## src/rtl/tx_link_arbiter_pkg.sv

```systemverilog
// rtl/tx_link_arbiter_pkg.sv - shared state encodings and framing constants for tx_link_arbiter
package tx_link_arbiter_pkg;

  typedef enum logic [6:0] {
    IDLE       = 7'b000_0001,
    HDR        = 7'b000_0010,
    READ       = 7'b000_0100,
    WAIT_VALID = 7'b000_1000,
    SEND       = 7'b001_0000,
    WAIT_TX    = 7'b010_0000,
    TRL        = 7'b100_0000
  } linkStateT;

  localparam logic [3:0] HDR_NIBBLE = 4'hA;
  localparam logic [3:0] TRL_NIBBLE = 4'h5;

  function automatic logic [7:0] frameByte(input logic [3:0] nibble, input logic src);
    return {nibble, 3'b000, src};
  endfunction

endpackage

```

## src/rtl/tx_link_arbiter_rr.sv

```systemverilog
// rtl/tx_link_arbiter_rr.sv - two-way round-robin selector, one-hot grant
module rr_arbiter2 (
  input  logic [1:0] req,
  input  logic       last,
  output logic [1:0] gnt
);

  always_comb begin
    gnt = 2'b00;
    case (req)
      2'b01:   gnt = 2'b01;
      2'b10:   gnt = 2'b10;
      2'b11:   gnt = last ? 2'b01 : 2'b10;
      default: gnt = 2'b00;
    endcase
  end

endmodule

```

## src/rtl/tx_link_arbiter.sv

```systemverilog
// rtl/tx_link_arbiter.sv - arbitrates two byte sources onto one UART, framing each burst with header/trailer
module tx_link_arbiter
  import tx_link_arbiter_pkg::*;
#(
  parameter int MAX_BURST     = 256,
  parameter int VALID_TIMEOUT = 16
) (
  input  logic       SysClk,
  input  logic       ResetN,
  input  logic [1:0] SrcReady,
  input  logic [1:0] SrcValid,
  input  logic [7:0] SrcData0,
  input  logic [7:0] SrcData1,
  output logic [1:0] SrcRdEn,
  input  logic       TxBusy,
  output logic       TxStart,
  output logic [7:0] TxData,
  output logic [1:0] Grant,
  output logic       TimeoutErr
);

  localparam int TW = $clog2(VALID_TIMEOUT + 1);
  localparam logic [8:0]    BURST_LIMIT = 9'(MAX_BURST);
  localparam logic [TW-1:0] TOUT_LAST   = TW'(VALID_TIMEOUT - 1);
  localparam logic [TW-1:0] TOUT_ONE    = TW'(1);

  linkStateT stateQ, stateD, retQ;
  logic srcQ, lastQ, servedQ, txFirstQ, payloadQ;
  logic [8:0]    burstQ;
  logic [TW-1:0] toutQ;
  logic [1:0]    rrGnt;
  logic          arbLast, validHit, readyHit, canRead, timeoutHit;
  logic [7:0]    srcByte;

  // Until something has been served, pretend source 1 went last so source 0 wins a tie.
  assign arbLast = servedQ ? lastQ : 1'b1;

  rr_arbiter2 uArb (
    .req (SrcReady),
    .last(arbLast),
    .gnt (rrGnt)
  );

  assign validHit   = srcQ ? SrcValid[1] : SrcValid[0];
  assign readyHit   = srcQ ? SrcReady[1] : SrcReady[0];
  assign srcByte    = srcQ ? SrcData1 : SrcData0;
  assign canRead    = readyHit && (burstQ < BURST_LIMIT);
  assign timeoutHit = (toutQ == TOUT_LAST);

  always_comb begin
    stateD  = stateQ;
    SrcRdEn = 2'b00;
    TxStart = 1'b0;
    case (stateQ)
      IDLE:       if (|SrcReady) stateD = HDR;
      HDR:        stateD = SEND;
      READ: begin
        if (canRead) begin
          SrcRdEn = srcQ ? 2'b10 : 2'b01;
          stateD  = WAIT_VALID;
        end else begin
          stateD = TRL;
        end
      end
      // Data wins over an expiring timeout in the same cycle.
      WAIT_VALID: begin
        if (validHit)        stateD = SEND;
        else if (timeoutHit) stateD = TRL;
      end
      SEND: begin
        if (!TxBusy) begin
          TxStart = 1'b1;
          stateD  = WAIT_TX;
        end
      end
      WAIT_TX:    if (!txFirstQ && !TxBusy) stateD = retQ;
      TRL:        stateD = SEND;
      default:    stateD = IDLE;
    endcase
  end

  always_ff @(posedge SysClk) begin
    if (!ResetN) begin
      stateQ     <= IDLE;
      retQ       <= IDLE;
      srcQ       <= 1'b0;
      lastQ      <= 1'b0;
      servedQ    <= 1'b0;
      txFirstQ   <= 1'b0;
      payloadQ   <= 1'b0;
      burstQ     <= '0;
      toutQ      <= '0;
      Grant      <= 2'b00;
      TxData     <= 8'h00;
      TimeoutErr <= 1'b0;
    end else begin
      stateQ <= stateD;
      case (stateQ)
        IDLE: begin
          if (|SrcReady) begin
            Grant <= rrGnt;
            srcQ  <= rrGnt[1];
          end
        end
        HDR: begin
          TxData   <= frameByte(HDR_NIBBLE, srcQ);
          retQ     <= READ;
          payloadQ <= 1'b0;
        end
        READ:       toutQ <= '0;
        WAIT_VALID: begin
          if (validHit) begin
            TxData   <= srcByte;
            retQ     <= READ;
            payloadQ <= 1'b1;
          end else if (timeoutHit) begin
            TimeoutErr <= 1'b1;
          end else begin
            toutQ <= toutQ + TOUT_ONE;
          end
        end
        // Only payload bytes count against the burst limit.
        SEND: begin
          if (!TxBusy) begin
            txFirstQ <= 1'b1;
            if (payloadQ) burstQ <= burstQ + 9'd1;
          end
        end
        WAIT_TX: begin
          txFirstQ <= 1'b0;
          if (!txFirstQ && !TxBusy && retQ == IDLE) begin
            Grant   <= 2'b00;
            burstQ  <= '0;
            lastQ   <= srcQ;
            servedQ <= 1'b1;
          end
        end
        TRL: begin
          TxData   <= frameByte(TRL_NIBBLE, srcQ);
          retQ     <= IDLE;
          payloadQ <= 1'b0;
        end
        default: ;
      endcase
    end
  end

endmodule

```

## config.mk

```make
export PLATFORM = sky130hd
export DESIGN_NAME = tx_link_arbiter
export DESIGN_NICKNAME = d
export VERILOG_FILES = /design/src/rtl/tx_link_arbiter_pkg.sv /design/src/rtl/tx_link_arbiter_rr.sv /design/src/rtl/tx_link_arbiter.sv
export SDC_FILE = /design/constraint.sdc
export NUM_CORES = 1
export LEC_CHECK = 0
export CORE_UTILIZATION = 25
export CTS_BUF_LIST = sky130_fd_sc_hd__clkbuf_4
export CTS_CLUSTER_SIZE = 10
export DETAILED_ROUTE_END_ITERATION = 10
export PLACE_DENSITY_LB_ADDON = 0.08
export SYNTH_ARGS = -nofsm -noshare
export SYNTH_HDL_FRONTEND = slang
export SYNTH_SLANG_ARGS = --single-unit
```

## constraint.sdc

```tcl
create_clock -name SysClk -period 5.03 [get_ports SysClk]
set_input_delay 1.006 -clock SysClk [delete_from_list [all_inputs] [get_ports SysClk]]
set_output_delay 1.006 -clock SysClk [all_outputs]
set_load 0.01 [all_outputs]
```

==> results list <==
- For the worst setup path, the data required time is 4.02 ns.
* TritonCTS clock tree: built
* Slew at the pin with the worst max-slew slack: 1.136 ns
- Setup skew after layout: 0.01485 ns
* Number of enable flip-flop cells after synthesis: 0
* Grt ovf: 0
- For this run, the top clock speed supported by timing is 0.2769 GHz.
* Adder-cell share of the synthesized area: 0.01927
- Remaining antenna violation count after routing: 0
* Area fraction in and, or, nand and nor cells after synthesis: 0.2845
* Commonest cells in the netlist: 39 x sky130_fd_sc_hd__dfxtp_1, 27 x sky130_fd_sc_hd__nor2_1, 22 x sky130_fd_sc_hd__nand2_1
- The pre-antenna-repair detailed-routing pass consisted of 4 iterations.
* Final total negative setup slack: 0 ns
- After floorplanning, the core was sized to cover 7408 um^2.
- Final Critical Period: 3.611 ns
- Together, buffers and inverters on the worst path number 2.
- Half-perimeter wire length of the detailed placement result: 3721 um
* Proportion of synthesized chip area in sequential cells: 0.4008
* Count of warnings emitted by yosys: 0
* Number of buffers inserted during clock tree synthesis: 5
* Number of hold violations in the final report: 0
- Cell-by-cell trace of the critical path: clkdlybuf4s50_1 -> nor3_1 -> clkdlybuf4s50_1
- Maximum ir drop on the vdd rail: 138.9 uV
- At the end of the flow, the number of nets in the layout was 290.
- The largest individual stage delay along the critical path comes from the cell sky130_fd_sc_hd__clkdlybuf4s50_1.
- Number of buffers between clock root and the deepest sink: 2
- Initial antenna violation count: 0
- Endpoint of the worst-slack reg-to-reg timing path: TxData[1]$_SDFFE_PN0P_
- Hold buffer count at cts: 0
- The number of different library cells used by synthesis comes to 47.
* Count of routing violations after the opening detailed-route iteration: 55
- The via count of the first global-routing pass was 1661.
* Number of H-tree levels: 2
- Hold Path Stages: 2
- Of the total power, registers draw 0.479.
- Power Internal: 505.8 uW
* Area leader, netlist: sky130_fd_sc_hd__dfxtp_1
- When the netlist entered floorplanning its net count stood at 254.
- In the final routed layout, each cell accounts on average for 13.78 um.
- Wire length of the first global-routing pass: 8114 um
- Startpoint of the lowest-slack register-to-register path: srcQ$_SDFFE_PN0P_
- Outcome: finished, final reports clean
* Via density per instance: 4.865
- For this run, the total global-route usage over all layers was measured as 0.1247.
- Of the total synthesized cell area, the portion taken by XOR and XNOR cells is 0.02697.
- For this design the top-level I/O count stands at 37.
* # Post-CTS Setup Buffers: 0
* Highest fanout seen on the critical path: 5
* Mapped Avg Cell Area: 8.544 um^2
- Placement Rows: 31
* Clock sink total: 39
* Share of cells above drive strength 1: 0.09057
- In the finished design, the share of the clock period the worst path needs comes to 0.7180.
- Relative area change from synthesis to final layout: 26.72%
- Counting cells, the worst reg-to-reg path comes to 6.
- Setup violations remaining at the end of the flow were counted as 0.
- Critical Path Max Stage Delay: 0.63 ns
* Final Slew Violations: 0
- The worst pin sits at a relative slew slack of 0.2377.
- Of the post-synthesis cell area, the dominant cell type holds 0.4008.
- CTS placed an instance of sky130_fd_sc_hd__clkbuf_4 at the clock tree root.
- Worst min-delay path startpoint: servedQ$_SDFFE_PN0P_
* Clock insertion delay at the later pin of the skew report: 0.34 ns
- In the post-synthesis netlist, the biggest area contributors are sky130_fd_sc_hd__dfxtp_1 40%, sky130_fd_sc_hd__nor2_1 5.2%, sky130_fd_sc_hd__nand2_1 4.2%.
- Max-cap violations in this run came to 0.
- Setup slack on the worst reg-to-reg path comes out at 2.48 ns.
- The most used flip-flop cell after synthesis is sky130_fd_sc_hd__dfxtp_1.
- Floorplan die width: 90.28 um
- Setup repair after global routing left no endpoint under its margin.
* Area fraction in compound gates after synthesis: 0.1920
- From bottom edge to top edge, the die measures 90.28 um.
* Data arrival time at the worst-slack endpoint: 2.61 ns
* DRC errors left: 0
- The initial utilization of the core area, before any placement, comes to 0.2630.
- Maximum number of pins on one net before global-route repair: 30
- STA classifies the critical path endpoint as an output port.
* Family with the most delay on the worst path: buffers and inverters
* Most instantiated library cell after synthesis: sky130_fd_sc_hd__dfxtp_1
- Number of buffers inserted by port buffering: 36
- The analysis attributes to cell leakage a power of 0.0009067 uW.
- Of the total power, the clock network draws 0.221.
* Mux cell area share after synthesis: 0.04817
- Of the total power, the share spent switching nets is 0.3283.
- Smallest hold slack: 0.4698 ns
* Clock-pin transition on the worst setup and hold timing paths: 0.12 ns
- Synth Instances: 228
* WS Path Type: input port to output port
* Share of flip-flops with an asynchronous set or reset: 0
- Utilization after layout: 0.3332
* Routed Wire Length: 5016 um
* Critical path launch point type: input port
* Cell Pwr Density: 305.0 nW/um^2
- The synthesized design contains 39 register bits.
* Post-Syn Area: 1948 um^2
- Combinational group share of total power: 0.300
- After layout, the design draws a total of 753.0 uW.
- The number of gates resized after CTS was 0.
* Number of vias after detailed routing: 1771
* Number of cells in the design after placement: 356
* Area enclosed by the die boundary: 8150 um^2
- Hold Path Sink: servedQ$_SDFFE_PN0P_
- The repair_antennas step left the layout with diodes totalling 0.
- Net Switching: 247.2 uW
- The most numerous cell type found on the critical path is sky130_fd_sc_hd__clkdlybuf4s50_1.
- Dominant combinational cell family by area after synthesis: simple AND/OR/NAND/NOR gates
- At the end of routability-driven placement, the weighted congestion stood at 0.7715.
- Count of non-filler cells in the finished layout: 364
- In this run the worst hold path is classified as flip-flop to flip-flop.
cells in the final DEF, fill, tap and decap left out, types with 4 or more instances in the layout:
cell                              Yosys  layout
sky130_fd_sc_hd__and3_1              12      12
sky130_fd_sc_hd__a21oi_1             11      11
sky130_fd_sc_hd__nor3_1               4       4
sky130_fd_sc_hd__mux2i_1              6       6
sky130_fd_sc_hd__clkdlybuf4s50_1      0      36
sky130_fd_sc_hd__nand2_1             22      22
sky130_fd_sc_hd__nand3_1             12      12
sky130_fd_sc_hd__a211o_1              4       4
sky130_fd_sc_hd__a21boi_0             9       9
sky130_fd_sc_hd__nor2b_1              6       6
sky130_fd_sc_hd__inv_1                5       5
sky130_fd_sc_hd__clkbuf_4             0       7
sky130_fd_sc_hd__o21ai_0              8       8
sky130_fd_sc_hd__a22oi_1              4       4
sky130_fd_sc_hd__nor2_1              27      27
sky130_fd_sc_hd__or3_1                4       4
sky130_fd_sc_hd__dfxtp_1             39      39
flip-flops by register name, summed over array words and instances (netlist names):
signal      count
txFirstQ        1
TimeoutErr      1
toutQ           5
lastQ           1
servedQ         1
retQ            2
TxData          8
srcQ            1
stateQ          7
Grant           2
payloadQ        1
burstQ          9
stage by stage:
stage	setup WS (ns)	area, um^2
3_5_place_dp	1.390	2411
4_1_cts	1.390	2469
5_1_grt	1.291	2469
3_3_place_gp	1.437	2411
2_1_floorplan	2.548	1948
6_report	1.419	2469
power groups by stage:
stage / clock network [uW] / registers [uW] / logic [uW]
floorplan: 0 / 367 / 149
detailed placement: 0 / 368 / 227
CTS: 176 / 360 / 228
global route: 191 / 365 / 247
finish: 167 / 360 / 226
global placement: 0 / 368 / 231
layout make-up:
cell class	instances	area [um^2]
Sequential cell	39	780.7
Clock buffer	7	52.55
Fill cell	782	4940
Inverter	5	18.77
Clock inverter	1	5.005
Tap cell	99	123.9
Timing Repair Buffer	38	375.4
Multi-Input combinational cell	175	1112
worst max path at each step:
| stage | to | startpoint | slack, ns | cells past startpoint |
|---|---|---|---|---|
| after floorplan | TxStart | stateQ[0]$_SDFFE_PN1P_ | 2.55 | 2 |
| after global placement | SrcRdEn[0] | SrcReady[1] | 1.44 | 6 |
| after detailed placement | TxStart | TxBusy | 1.39 | 3 |
| after CTS | TxStart | TxBusy | 1.39 | 3 |
| after global routing | TxStart | TxBusy | 1.29 | 3 |
| final | TxStart | TxBusy | 1.42 | 3 |
layer usage:
metal / GRT usage / up-vias / part of all wire
met5: 0 / - / 0
met4: 0.04704 / 0 / 0.013
met3: 0.03199 / 6 / 0.038
met2: 0.2004 / 26 / 0.46
met1: 0.1599 / 835 / 0.49
li1: - / 904 / -
cells by family (layout without fill, tap and decap cells):
| logic type | count (synthesis) | after routing |
|---|---|---|
| AOI/OAI and AO/OA | 53 | 53 |
| xor gates and xnor gates | 6 | 6 |
| and+or+nand+nor | 104 | 104 |
| adders and majority gates | 3 | 3 |
| muxes | 9 | 9 |
| DFF | 39 | 39 |
| buffers and inverters | 14 | 51 |
worst register-to-register path: cells and delay by family, from the launching register on:
kind / cells / cell delay, ns
buf+inv: 1 / 0.24
flops: 1 / 0.33
mux: 1 / 0.60
simple gates: 2 / 0.23
compound gates: 2 / 1.11
No activity file was read; power rests on OpenSTA's default activity.
